### config.mk
export PLATFORM = sky130hd
export DESIGN_NAME = operand_collector
export DESIGN_NICKNAME = d
export VERILOG_FILES = /design/src/rtl/operand_collector_pkg.sv /design/src/rtl/operand_collector_fwd_resolve.sv /design/src/rtl/operand_collector.sv
export SDC_FILE = /design/constraint.sdc
export NUM_CORES = 1
export LEC_CHECK = 0
export CAP_MARGIN = 5
export CORE_ASPECT_RATIO = 0.8
export CORE_MARGIN = 2
export CORE_UTILIZATION = 45
export CTS_BUF_LIST = sky130_fd_sc_hd__clkbuf_2
export DETAILED_ROUTE_END_ITERATION = 8
export PLACE_DENSITY = 0.8
export SYNTH_ARGS = -nofsm -noshare
export SYNTH_HDL_FRONTEND = slang
export SYNTH_SLANG_ARGS = --single-unit
### constraint.sdc
create_clock -name clk -period 4.3 [get_ports clk]
set_input_delay 0.43 -clock clk [delete_from_list [all_inputs] [get_ports clk]]
set_output_delay 0.43 -clock clk [all_outputs]
set_load 0.1 [all_outputs]
### src/rtl/operand_collector_pkg.sv
// Shared types for the operand collector: ALU source-select encodings and collector states.
package operand_collector_pkg;

    typedef enum logic [1:0] {
        SEL_RR  = 2'd0,
        SEL_RI  = 2'd1,
        SEL_SHV = 2'd2,
        SEL_SHI = 2'd3
    } operand_sel_t;

    typedef enum logic [1:0] {
        ST_EMPTY   = 2'd0,
        ST_COLLECT = 2'd1,
        ST_READY   = 2'd2
    } oc_state_t;

endpackage

### src/rtl/operand_collector_fwd_resolve.sv
// Priority matcher over the forwarding channels for one source register.
// Channel 0 is the youngest producer and wins; register 0 always hits with value zero.
module fwd_resolve #(
    parameter int DATA_W = 32,
    parameter int REG_W  = 5,
    parameter int FWD_CH = 2
) (
    input  logic [REG_W-1:0]         addr,
    input  logic [FWD_CH-1:0]        fwd_valid,
    input  logic [FWD_CH-1:0]        fwd_pending,
    input  logic [FWD_CH*REG_W-1:0]  fwd_addr,
    input  logic [FWD_CH*DATA_W-1:0] fwd_data,
    output logic                     hit,
    output logic                     waiting,
    output logic [DATA_W-1:0]        data
);

    always_comb begin
        hit     = 1'b0;
        waiting = 1'b0;
        data    = '0;
        if (addr == '0) begin
            hit = 1'b1;
        end else begin
            // Walk oldest to youngest so the lowest matching channel is the last one written.
            for (int c = FWD_CH - 1; c >= 0; c--) begin
                if ((fwd_addr[c*REG_W +: REG_W] == addr) && (fwd_valid[c] || fwd_pending[c])) begin
                    hit     = 1'b1;
                    waiting = fwd_pending[c];
                    data    = fwd_data[c*DATA_W +: DATA_W];
                end
            end
        end
    end

endmodule

### src/rtl/operand_collector.sv
// EX-stage operand collector: resolves rs/rt through forwarding, waits out load-use hazards,
// and holds the mapped ALU operands behind a valid/ready handshake.
module operand_collector
    import operand_collector_pkg::*;
#(
    parameter int DATA_W = 32,
    parameter int REG_W  = 5,
    parameter int FWD_CH = 2,
    parameter int CNT_W  = 16
) (
    input  logic                     clk,
    input  logic                     resetn,
    input  logic                     flush,
    input  logic                     in_valid,
    output logic                     in_ready,
    input  logic [1:0]               in_sel,
    input  logic [REG_W-1:0]         in_rs_addr,
    input  logic [REG_W-1:0]         in_rt_addr,
    input  logic [DATA_W-1:0]        in_rs_data,
    input  logic [DATA_W-1:0]        in_rt_data,
    input  logic [DATA_W-1:0]        in_imme,
    input  logic [FWD_CH-1:0]        fwd_valid,
    input  logic [FWD_CH-1:0]        fwd_pending,
    input  logic [FWD_CH*REG_W-1:0]  fwd_addr,
    input  logic [FWD_CH*DATA_W-1:0] fwd_data,
    output logic                     out_valid,
    input  logic                     out_ready,
    output logic [DATA_W-1:0]        source_a,
    output logic [DATA_W-1:0]        source_b,
    output logic [DATA_W-1:0]        source_data,
    output logic [CNT_W-1:0]         wait_cnt
);

    localparam logic [CNT_W-1:0] CNT_ONE = {{(CNT_W-1){1'b0}}, 1'b1};

    oc_state_t           state_q, state_d;
    operand_sel_t        sel_q, sel_d;
    logic [REG_W-1:0]    rs_addr_q, rs_addr_d, rt_addr_q, rt_addr_d;
    logic [DATA_W-1:0]   rs_val_q, rs_val_d, rt_val_q, rt_val_d;
    logic                rs_done_q, rs_done_d, rt_done_q, rt_done_d;
    logic [DATA_W-1:0]   imme_q, imme_d;
    logic [DATA_W-1:0]   src_a_q, src_a_d, src_b_q, src_b_d, src_data_q, src_data_d;
    logic [CNT_W-1:0]    wait_cnt_q, wait_cnt_d;

    logic                accept;
    logic                collecting;
    operand_sel_t        cur_sel;
    logic [REG_W-1:0]    cur_rs_addr, cur_rt_addr;
    logic [DATA_W-1:0]   cur_rs_reg, cur_rt_reg, cur_imme;
    logic                cur_rs_done, cur_rt_done;
    logic                rs_hit, rs_waiting, rt_hit, rt_waiting;
    logic [DATA_W-1:0]   rs_fwd_data, rt_fwd_data;
    logic                rs_ok, rt_ok;
    logic [DATA_W-1:0]   rs_now, rt_now;
    logic [DATA_W-1:0]   map_a, map_b;

    assign in_ready   = (state_q == ST_EMPTY) || ((state_q == ST_READY) && out_ready);
    assign accept     = in_valid && in_ready;
    assign collecting = accept || (state_q == ST_COLLECT);

    // On an accept the fresh ID/EX fields are resolved directly; otherwise the held copies are.
    assign cur_sel     = accept ? operand_sel_t'(in_sel) : sel_q;
    assign cur_rs_addr = accept ? in_rs_addr : rs_addr_q;
    assign cur_rt_addr = accept ? in_rt_addr : rt_addr_q;
    assign cur_rs_reg  = accept ? in_rs_data : rs_val_q;
    assign cur_rt_reg  = accept ? in_rt_data : rt_val_q;
    assign cur_imme    = accept ? in_imme    : imme_q;
    assign cur_rs_done = accept ? 1'b0 : rs_done_q;
    assign cur_rt_done = accept ? 1'b0 : rt_done_q;

    fwd_resolve #(.DATA_W(DATA_W), .REG_W(REG_W), .FWD_CH(FWD_CH)) u_rs_resolve (
        .addr        (cur_rs_addr),
        .fwd_valid   (fwd_valid),
        .fwd_pending (fwd_pending),
        .fwd_addr    (fwd_addr),
        .fwd_data    (fwd_data),
        .hit         (rs_hit),
        .waiting     (rs_waiting),
        .data        (rs_fwd_data)
    );

    fwd_resolve #(.DATA_W(DATA_W), .REG_W(REG_W), .FWD_CH(FWD_CH)) u_rt_resolve (
        .addr        (cur_rt_addr),
        .fwd_valid   (fwd_valid),
        .fwd_pending (fwd_pending),
        .fwd_addr    (fwd_addr),
        .fwd_data    (fwd_data),
        .hit         (rt_hit),
        .waiting     (rt_waiting),
        .data        (rt_fwd_data)
    );

    // A still-waiting operand keeps its register-file value so a later miss can fall back to it.
    assign rs_ok  = cur_rs_done || !rs_waiting;
    assign rt_ok  = cur_rt_done || !rt_waiting;
    assign rs_now = cur_rs_done ? rs_val_q : ((rs_hit && !rs_waiting) ? rs_fwd_data : cur_rs_reg);
    assign rt_now = cur_rt_done ? rt_val_q : ((rt_hit && !rt_waiting) ? rt_fwd_data : cur_rt_reg);

    always_comb begin
        map_a = rs_now;
        map_b = rt_now;
        case (cur_sel)
            SEL_RR:  begin map_a = rs_now; map_b = rt_now;   end
            SEL_RI:  begin map_a = rs_now; map_b = cur_imme; end
            SEL_SHV: begin map_a = rt_now; map_b = rs_now;   end
            SEL_SHI: begin map_a = rt_now; map_b = cur_imme; end
            default: begin map_a = rs_now; map_b = rt_now;   end
        endcase
    end

    always_comb begin
        state_d    = state_q;
        sel_d      = sel_q;
        rs_addr_d  = rs_addr_q;
        rt_addr_d  = rt_addr_q;
        rs_val_d   = rs_val_q;
        rt_val_d   = rt_val_q;
        rs_done_d  = rs_done_q;
        rt_done_d  = rt_done_q;
        imme_d     = imme_q;
        src_a_d    = src_a_q;
        src_b_d    = src_b_q;
        src_data_d = src_data_q;
        wait_cnt_d = wait_cnt_q;

        if ((state_q == ST_COLLECT) && (wait_cnt_q != '1)) begin
            wait_cnt_d = wait_cnt_q + CNT_ONE;
        end

        if (collecting) begin
            sel_d     = cur_sel;
            rs_addr_d = cur_rs_addr;
            rt_addr_d = cur_rt_addr;
            rs_val_d  = rs_now;
            rt_val_d  = rt_now;
            rs_done_d = rs_ok;
            rt_done_d = rt_ok;
            imme_d    = cur_imme;
        end

        if (flush) begin
            state_d = ST_EMPTY;
        end else if (accept) begin
            state_d = (rs_ok && rt_ok) ? ST_READY : ST_COLLECT;
        end else begin
            case (state_q)
                ST_COLLECT: if (rs_ok && rt_ok) state_d = ST_READY;
                ST_READY:   if (out_ready)      state_d = ST_EMPTY;
                default:    state_d = state_q;
            endcase
        end

        // Output operands change only when a new instruction becomes ready, so they hold under stall.
        if (!flush && collecting && rs_ok && rt_ok) begin
            src_a_d    = map_a;
            src_b_d    = map_b;
            src_data_d = rt_now;
        end
    end

    always_ff @(posedge clk or negedge resetn) begin
        if (!resetn) begin
            state_q    <= ST_EMPTY;
            sel_q      <= SEL_RR;
            rs_addr_q  <= '0;
            rt_addr_q  <= '0;
            rs_val_q   <= '0;
            rt_val_q   <= '0;
            rs_done_q  <= 1'b0;
            rt_done_q  <= 1'b0;
            imme_q     <= '0;
            src_a_q    <= '0;
            src_b_q    <= '0;
            src_data_q <= '0;
            wait_cnt_q <= '0;
        end else begin
            state_q    <= state_d;
            sel_q      <= sel_d;
            rs_addr_q  <= rs_addr_d;
            rt_addr_q  <= rt_addr_d;
            rs_val_q   <= rs_val_d;
            rt_val_q   <= rt_val_d;
            rs_done_q  <= rs_done_d;
            rt_done_q  <= rt_done_d;
            imme_q     <= imme_d;
            src_a_q    <= src_a_d;
            src_b_q    <= src_b_d;
            src_data_q <= src_data_d;
            wait_cnt_q <= wait_cnt_d;
        end
    end

    assign out_valid   = (state_q == ST_READY);
    assign source_a    = src_a_q;
    assign source_b    = src_b_q;
    assign source_data = src_data_q;
    assign wait_cnt    = wait_cnt_q;

endmodule

# After elaboration in Yosys (flattened, before gate mapping)

Index checks and enable logic that the tools add are counted.

Flip-flop bits (word level): 224
Bits of input ports: 191
ROM bits: 0
Bits in latches: 0
Memories kept: 0
RAM bits: 0
Word-level logic and storage cells: 95
Output and inout bits: 114

Multipliers: 0
$lt $le $gt $ge: 0
Div/mod/pow operators: 0
Muxes and demuxes: 38
Equality and inequality tests: 12
Shift-type cells: 0
Bitwise operators: 0
Add/subtract/negate cells: 1
Reductions and logical operators: 31

Operator list:

| cell                                                  | count |
|---|---|
| 2-to-1 mux 32 bit                                     | 13 |
| one-hot mux 32 bit (3 select lines)                   | 1 |
| one-hot mux 32 bit (2 select lines)                   | 1 |
| equality test 5 bit                                   | 4 |
| adder 16 x 1 -> 16 bit, second input constant         | 1 |
| inequality test 16 bit, second input constant         | 1 |
| 2-to-1 mux 1 bit                                      | 14 |
| logical AND 1 bit                                     | 13 |
| 2-to-1 mux 2 bit                                      | 6 |
| zero test 5 bit                                       | 2 |
| 2-to-1 mux 5 bit                                      | 2 |
| equality test 2 bit, second input constant            | 3 |
| logical OR 1 bit                                      | 6 |
| OR reduction 2 bit                                    | 3 |
| equality test 2 x 1 -> 1 bit, second input constant   | 2 |
| zero test 2 bit                                       | 2 |
| inequality test 4 x 2 -> 1 bit, second input constant | 1 |
| inequality test 4 x 3 -> 1 bit, second input constant | 1 |
| one-hot mux 2 bit (2 select lines)                    | 1 |
| nonzero test 4 bit                                    | 1 |
| zero test 1 bit                                       | 3 |
| AND reduction 3 bit                                   | 1 |

# Longest topological paths before layout

Gate-level depths: netlist of the first run.

Word-level depth: 17
Depth in mapped cells: 16
Gate-level depth less buffers: 9

# By module

Synthesis of the first run repeated with hierarchy kept, for this count alone.

Cell total of the unflattened synthesis: 1,328
Area total of the unflattened synthesis: 12,186.7 µm²

By module, submodules not included:

| module            | area an instance (µm²) | cells each | seq. area each (µm²) | times used |
|---|---|---|---|---|
| operand_collector | 10,750.3               | 1,066      | 5,605.4              | 1 |
| fwd_resolve       | 718.2                  | 131        | 0.0                  | 2 |

# Least setup slack after synthesis of the first run

Ideal clock, no wire load.

Kind: input to register
From: input out_ready
To: register src_a_q[22] (netlist: source_a[22])
Arrival time: 3,960 ps
Data required time: 4,174 ps
Slack: 213 ps
Library setup time: 126 ps
Stages: 13
Buffers on the path: 4
Path through: and2b_4 > buf_4 > nor2_1 > o2111ai_1 > a21oi_1 > and3_1 > clkbuf_1 > nor3b_1 > clkbuf_1 > buf_2 > a22oi_1 > nand3_1 > a221o_1

Word-level cells in the longest chain between the ends: 14

RTL lines:

| what                                                     | line                                             | source |
|---|---|---|
| start: declaration                                       | operand_collector.sv:27                          | `input logic out_ready,` |
| logical AND 1 bit (*)                                    | operand_collector.sv:57                          | `assign in_ready = (state_q == ST_EMPTY) \|\| ((state_q == ST_READY) && out_ready);` |
| logical OR 1 bit (*)                                     | operand_collector.sv:57                          |  |
| via in_ready                                             | operand_collector.sv:15                          | `output logic in_ready,` |
| logical AND 1 bit (*)                                    | operand_collector.sv:58                          | `assign accept = in_valid && in_ready;` |
| 2-to-1 mux 5 bit, on equally long branches               | operand_collector.sv:64, operand_collector.sv:63 |  |
| equality test 5 bit                                      | operand_collector_fwd_resolve.sv:27              | `if ((fwd_addr[c*REG_W +: REG_W] == addr) && (fwd_valid[c] \|\| fwd_pending[c])) begin` |
| logical AND 1 bit                                        | operand_collector_fwd_resolve.sv:27              |  |
| 2-to-1 mux 1 bit (2 in a row)                            | operand_collector_fwd_resolve.sv:27              |  |
| 2-to-1 mux 1 bit                                         | operand_collector_fwd_resolve.sv:22              | `if (addr == '0) begin` |
| zero test 1 bit, on equally long branches                | --                                               |  |
| logical AND 1 bit, on equally long branches              | operand_collector.sv:97, operand_collector.sv:96 |  |
| 2-to-1 mux 32 bit, on equally long branches (2 in a row) | operand_collector.sv:97, operand_collector.sv:96 |  |
| one-hot mux 32 bit (2 select lines)                      | operand_collector.sv:102                         | `case (cur_sel)` |
| end signal: assignment                                   | operand_collector.sv:186                         | `src_a_q <= src_a_d;` |
| end: declaration                                         | operand_collector.sv:42                          | `logic [DATA_W-1:0] src_a_q, src_a_d, src_b_q, src_b_d, src_data_q, src_data_d;` |

Mark *: on every way through the listed nets, which the timed path passes. The rest lies on a longest branch.
A chain may end at the register's enable or synchronous reset.

# Worst setup path after layout of the first run

From: register state_q[0]
To: register src_b_q[16] (netlist: source_b[16])

Word-level cells in the longest chain between the ends: 15

RTL lines:

| what                                                     | line                                             | source |
|---|---|---|
| start: declaration                                       | operand_collector.sv:36                          | `oc_state_t state_q, state_d;` |
| start signal: assignment                                 | operand_collector.sv:177                         | `state_q <= state_d;` |
| equality test 2 bit                                      | operand_collector.sv:57                          |  |
| logical AND 1 bit                                        | operand_collector.sv:57                          |  |
| logical OR 1 bit                                         | operand_collector.sv:57                          |  |
| logical AND 1 bit                                        | operand_collector.sv:58                          |  |
| 2-to-1 mux 5 bit, on equally long branches               | operand_collector.sv:63, operand_collector.sv:64 |  |
| equality test 5 bit                                      | operand_collector_fwd_resolve.sv:27              |  |
| logical AND 1 bit                                        | operand_collector_fwd_resolve.sv:27              |  |
| 2-to-1 mux 1 bit (2 in a row)                            | operand_collector_fwd_resolve.sv:27              |  |
| 2-to-1 mux 1 bit                                         | operand_collector_fwd_resolve.sv:22              |  |
| zero test 1 bit, on equally long branches                | --                                               |  |
| logical AND 1 bit, on equally long branches              | operand_collector.sv:96, operand_collector.sv:97 |  |
| 2-to-1 mux 32 bit, on equally long branches (2 in a row) | operand_collector.sv:96, operand_collector.sv:97 |  |
| one-hot mux 32 bit (3 select lines)                      | operand_collector.sv:102                         |  |
| end signal: assignment                                   | operand_collector.sv:187                         | `src_b_q <= src_b_d;` |
| end: declaration                                         | operand_collector.sv:42                          |  |

Several ways; a longest one is shown, not always the timed one.

==> results of run 1 <==
cell usage in the layout (no fill, tap or decap), types with 9 or more instances in the layout:
master           instances
and2_1                  36
dfrtp_1                224
a221oi_1                21
mux2_2                  47
clkbuf_2                83
nand4_1                 22
o221ai_1                65
nand2_1                254
nand3_1                 48
a22oi_1                 26
inv_1                   43
xnor2_1                 17
a221o_1                 22
a21oi_1                 66
nor3_1                  10
o21ai_0                 91
buf_4                   65
mux2i_1                 19
a21o_1                  21
clkinv_1                11
nor2_1                  57
a2111oi_0               11
a32o_1                  22
and3_1                  21
a31oi_1                 49
a2bb2oi_1               10
o32ai_1                  9
clkdlybuf4s50_1        302
flip-flops by register name, summed over array words and instances (netlist names):
signal       cells
rt_done_q        1
state_q          2
rs_done_q        1
source_data     32
rt_val_q        32
sel_q            2
imme_q          32
rt_addr_q        5
rs_addr_q        5
source_a        32
rs_val_q        32
wait_cnt        16
source_b        32
through the flow:
step           worst slack [ns]  std cells  hold WS, ns  total power, W
2_1_floorplan             0.213       1493        0.134         0.00724
3_3_place_gp              0.292       2119        0.455         0.00888
5_1_grt                   0.344       2219       0.0211          0.0110
4_1_cts                   0.634       2218      0.00881          0.0105
3_5_place_dp              0.148       2119        0.460         0.00894
6_report                  0.515       2220       0.0541          0.0106
critical path: cells and delay by family, from the launching register on:
kind            cells  cell delay (ns)
simple gates        5             1.42
compound gates      4             1.37
flops               1             0.53
buf+inv             1             0.35
path summary, 6_finish.rpt:
path	startpoint	endpoint	slack, ns	depth (start not counted)
worst max-delay path	state_q[0]	source_b[16]	0.51	10
worst min-delay path	in_imme[13]	imme_q[13]	0.05	3
worst max register to register	state_q[0]	source_b[16]	0.51	10
worst min register to register	imme_q[5]	imme_q[5]	0.48	2
max in group asynchronous	resetn	wait_cnt[12]	3.00	3
min in group asynchronous	resetn	source_data[6]	0.15	2
cells by family after synthesis:
logic type | after synthesis | synth area share
flip-flops | 224 | 0.419
buffers and inverters | 168 | 0.0529
XOR/XNOR | 20 | 0.0131
AO/OA/AOI/OAI | 507 | 0.282
AND/OR/NAND/NOR | 505 | 0.177
multiplexers | 68 | 0.0553
adder cells (fa/ha/maj) | 1 | 0.000935
layer usage:
| metal | vias to the layer above | GRT usage |
|---|---|---|
| met5 | - | 0 |
| met4 | 0 | 0.122 |
| met3 | 174 | 0.109 |
| met2 | 1147 | 0.504 |
| met1 | 6937 | 0.501 |
| li1 | 6286 | - |
area by class of cell:
type / instances / area, um2
multi-input combinational: 1101 / 7130
timing repair buffer: 374 / 3640
clock buffer: 83 / 415
sequential: 224 / 5610
tap: 377 / 472
antenna: 2 / 5.00
inverter: 44 / 165
clock inverter: 15 / 116
fill: 2560 / 11700
power groups by stage:
| stage | logic [W] | registers [W] | clock network (W) |
|---|---|---|---|
| finish | 0.00579 | 0.00322 | 0.00160 |
| global route | 0.00601 | 0.00328 | 0.00173 |
| CTS | 0.00573 | 0.00319 | 0.00161 |
| detailed placement | 0.00571 | 0.00322 | 0 |
| global placement | 0.00566 | 0.00322 | 0 |
| floorplan | 0.00156 | 0.00568 | 0 |
timing repair:
item | in CTS | in global routing
hold buffers | 1 | 0
setup endpoints to repair | 0 | 0
endpoints found under the hold margin | 115 | 0
==> flow_summary.ini, run 1 <==
[synthesis]
async_flop_share = 1.00
synth_ff_type = dfrtp_1
yosysMostFrequentCell = nand2_1
synth_edf_count = 0
synthCells = 1493
yosys.area.top_type_share = 0.419
synth_commonest_cells = 255 x nand2_1, 224 x dfrtp_1, 91 x o21ai_0, 83 x clkbuf_1, 66 x a21oi_1
synth_area_um2 = 13400
synth.net_count = 1685
syn_area_per_cell_um2 = 8.96
yosys_warnings = 0
yosys_register_bits = 224
ys_top_cells_by_area = dfrtp_1 42%, nand2_1 7.2%, o221ai_1 4.3%
synth.distinct_cells = 85
yosysTopAreaCell = dfrtp_1
ys_seq_area_frac = 0.419

[worst_setup_path]
path_max_fanout = 22
cp-end-kind = register
critical_path.slowest_cell = dfrtp_1
path_common_cell = nand2_2
crit_type = reg -> reg
critPathArrivalTime_ns = 4.61
required_ns = 5.13
startpoint_type = register
crit_chain = nor2b_1, nand2_2, buf_4, a21oi_2, a211oi_4, nand2_2, a41oi_4, and3_2, nand3_2, o221ai_1
max_stage_delay_ns = 0.53

[clocking]
cts_root_buf = clkbuf_2
cts_buffers = 57
cts.sinks = 224
cts_max_path_buffers = 3
clock_latency_ns = 0.97
cts_setup_buffers = 0
cts_tree = built
htreeDepth = 2
ctsResizeCount = 0
path_clk_slew_ns = 0.11

[power_and_ir_drop]
peakVddDrop_uv = 725
switching_power_w = 0.00562
p_int_w = 0.00499
switching_share = 0.530
cellPowerDensity_nw_per_um2 = 604
p_comb_frac = 0.546
p_leak_nw = 7.42
pwr-share-clk = 0.151
p_seq_frac = 0.303

[routing]
drc = 0
post_drt_via_cell_ratio = 6.55
drtAntennaViolNets = 0
wl_per_cell_um = 25.2
dr.max_layer_used = met4
vias = 14500
wirelength_um = 56000
drt_iter0_markers = 1954
dr_wl_met3_um = 7580
met2_length_um = 23300
m1WireLength_um = 23400
firstDrtPassIters = 8

[die]
die_h_um = 158
num_io_pins = 305
die_area_um2 = 31100
die_w_um = 197
placementRows = 56
start_util = 0.457
coreArea_um2 = 29300

[sta]
drv_slew = 0
slew_headroom = 0.264
clock-skew-final_ns = 0.105
rsz0062_at_grt = false
period_needed_ns = 3.79
post-route-period-util = 0.880
finalHoldViolations = 0
fmax_mhz = 264
fin_setup_tns_ns = 0
finalSetupViolations = 0
tightest_slew_ns = 1.10

[final_layout]
nets = 1994
drive_gt1_frac = 0.135
synthToLayoutAreaGrowth_pct = 31.1
final_core_util = 0.599
fin_area_um2 = 17500

[run]
maxCapViolations = 0

[placed_design]
portBuffers = 304
gp_congestion = 0.939
postPlaceCellArea_um2 = 17000
hpwl_um = 38100

[grt]
grt_max_degree = 118
grt_pass1_vias = 14000
track_usage = 0.352
grt_remaining_overflow = 0
grt_pass1_wl_um = 83300
antenna_found_initial = 1

[worst_hold_path]
holdCritPathClass = in -> reg

[outcome]
status = complete, no violations
No activity file was read; power rests on OpenSTA's default activity.
==> inputs of run 2 (changes only) <==
Settings changed: PLACE_DENSITY 0.8 to 0.81, SLEW_MARGIN from default to 20, SYNTH_HIERARCHICAL from default to 1.
==> run 2 against run 1 <==
Global-route usage fell by 4.2 points; clock-buffer cell count fell by 2; first-iteration DRC count fell by 30%; sequential share of layout area rose by 2.4 points; via count fell by 14%; die area fell by 8.7%; clock power fell by 6%; largest cell class unchanged; design area fell by 7.1%.
==> flow_summary.ini, run 2 <==
[grt]
grt_pass1_vias = 12300
grt_max_degree = 125
grt_remaining_overflow = 0
track_usage = 0.310
grt_pass1_wl_um = 67800
antenna_found_initial = 3

[final_layout]
multi_input_comb_area_um2 = 6100
final_common_cell = clkdlybuf4s50_1
nets = 1819
synthToLayoutAreaGrowth_pct = 33.8
seq_area_um2 = 5610
n_fill_cell = 2191
drive_gt1_frac = 0.0998
final_cell_mix = 303 x clkdlybuf4s50_1, 224 x dfrtp_1, 172 x nand2_1

[power_and_ir_drop]
cellPowerDensity_nw_per_um2 = 555
peakVddDrop_uv = 415
p_leak_nw = 6.32

[synthesis]
synth.net_count = 1520
yosysMostFrequentCell = dfrtp_1
synth.distinct_cells = 53
yosysTopAreaCell = dfrtp_1
async_flop_share = 1.00
synth_commonest_cells = 224 x dfrtp_1, 172 x nand2_1, 133 x o21ai_1, 128 x o211ai_1, 100 x a21oi_1
synthAdderAreaFrac = 0.00103
synthMuxAreaShare = 0.0527
synthCells = 1328
synthSimpleGateAreaFrac = 0.129
synth_edf_count = 0
synth_compound_area_frac = 0.281
yosys_warnings = 6
yosys.area.top_type_share = 0.460
ys_top_cells_by_area = dfrtp_1 46%, o211ai_1 7.9%, o21ai_1 5.5%
synth-xor-area-share = 0.0244
ys_seq_area_frac = 0.460
syn_area_per_cell_um2 = 9.18
yosys_register_bits = 224
synth_top_family_by_area = compound AO/OA/AOI/OAI gates
synth_area_um2 = 12200
synth_ff_type = dfrtp_1

[clocking]
cts_max_path_buffers = 3
htreeDepth = 2
path_clk_slew_ns = 0.10
cts.sinks = 224
cts_root_buf = clkbuf_2
cts_tree = built
ctsResizeCount = 0
clock_latency_ns = 0.85
cts_buffers = 57

[placed_design]
portBuffers = 304
gp_congestion = 0.877
hpwl_um = 29700
pre_cts_slack_ns = -0.111

[die]
die_h_um = 151
start_util = 0.461
die_w_um = 188
placementRows = 53
coreArea_um2 = 26500
die_area_um2 = 28400
num_io_pins = 305

[routing]
wirelength_um = 44900
wl_per_cell_um = 22.2
post_drt_via_cell_ratio = 6.19
vias = 12500
drt_iter0_markers = 1369
drtAntennaViolNets = 0
firstDrtPassIters = 6
drc = 0

[sta]
rsz0062_at_grt = false
finalHoldViolations = 0
holdWs_ns = 0.218
fmax_mhz = 255
post-route-period-util = 0.910
finalSetupViolations = 0
period_needed_ns = 3.91
drv_slew = 0
clock-skew-final_ns = 0.0350
slew_headroom = 0.218
tightest_slew_ns = 1.17
fin_ws_ns = 0.385

[worst_setup_path]
rrSetupSlack_ns = 0.39
cp-end-kind = register
path_max_fanout = 15
crit_type = reg -> reg
required_ns = 5.05
startpoint_type = register
critPathArrivalTime_ns = 4.66

[worst_hold_path]
holdCritPathClass = in -> reg

[run]
maxCapViolations = 0

[outcome]
status = complete, no violations
-- run 2: cell count changes after synthesis, sizes merged, moves of 25 or more --
cell	previous run	this run
a21oi	71	100
a22oi	26	1
and2	37	1
buf	40	68
clkbuf	84	45
inv	43	4
nand2	258	172
o211ai	2	130
o21ai	100	168
o221ai	65	1
o22a	3	64
-- run 2: path summary, 6_finish.rpt --
path,from,end,cells after the start
max,state_q[0],source_b[10],16
min in group asynchronous,resetn,wait_cnt[11],2
max in group asynchronous,resetn,rt_val_q[31],3
min reg2reg,rs_addr_q[4],rs_addr_q[4],1
max reg2reg,state_q[0],source_b[10],16
min,in_imme[27],imme_q[27],2
-- run 2: per-layer routing --
metal | vias to the layer above | GRT usage | share of wire
met3 | 162 | 0.0952 | 0.14
met1 | 5833 | 0.415 | 0.40
met2 | 949 | 0.466 | 0.43
li1 | 5566 | - | -
met5 | - | 0.00524 | 0.00058
met4 | 4 | 0.135 | 0.034
-- run 2: final cells by class --
type / instances / share of cell area
flip-flops and latches: 224 / 0.344
multi-input cells: 987 / 0.374
repair buffers: 353 / 0.222
clock buffers: 81 / 0.0249
well taps: 357 / 0.0274
inverters: 4 / 0.000921
diodes: 1 / 0.000153
clock inverters: 15 / 0.00691
-- run 2: report_power, final --
group / switching, W / internal [W] / leakage [nW]
registers: 0.000335 / 0.00261 / 2.68
logic: 0.00336 / 0.00125 / 3.25
clock network: 0.000884 / 0.000622 / 0.395
-- run 2: logic make-up (layout without fill, tap and decap cells) --
group	Yosys count	count (layout)
DFF	224	224
muxes	57	57
and+or+nand+nor	357	357
adders and majority gates	1	1
buffers and inverters	117	453
AOI/OAI and AO/OA	538	538
other	0	1
xor gates and xnor gates	34	34
-- run 2: metrics by stage --
step,setup TNS (ns),cell area [um2],total power [W],instances,utilization
2_1_floorplan,0,12200,0.00615,1328,-
3_3_place_gp,-0.0185,15700,0.00744,1920,0.594
3_5_place_dp,-2.57,15700,0.00752,1920,0.594
4_1_cts,0,16200,0.00904,2017,0.614
5_1_grt,0,16300,0.00944,2022,0.616
6_report,0,16300,0.00905,2022,0.616
-- run 2: what timing repair did --
item,CTS,global route
hold buffers,1,0
setup buffers,0,3
setup endpoints to repair,0,4
hold endpoints to repair,122,0
-- run 2: worst max-delay path, cell delays in order (launching register included) --
cell      delay, ns
dfrtp_1        0.51
nand2b_4       0.25
nor2_4         0.16
buf_12         0.16
mux2_1         0.39
xor2_1         0.18
nor4_2         0.28
buf_4          0.17
o211ai_4       0.08
mux2i_1        0.19
nor2_1         0.13
nand2b_1       0.24
o22ai_4        0.20
buf_4          0.29
o22a_1         0.23
o211ai_1       0.12
a31oi_1        0.22
==> inputs of run 3 (changes only) <==
Settings changed: PLACE_DENSITY 0.81 to 0.8, SETUP_SLACK_MARGIN from default to 0.15, SYNTH_HIERARCHICAL 1 to default.
==> results of run 3 <==
No change in the layout: final DEF, timing and power equal those of run 1.
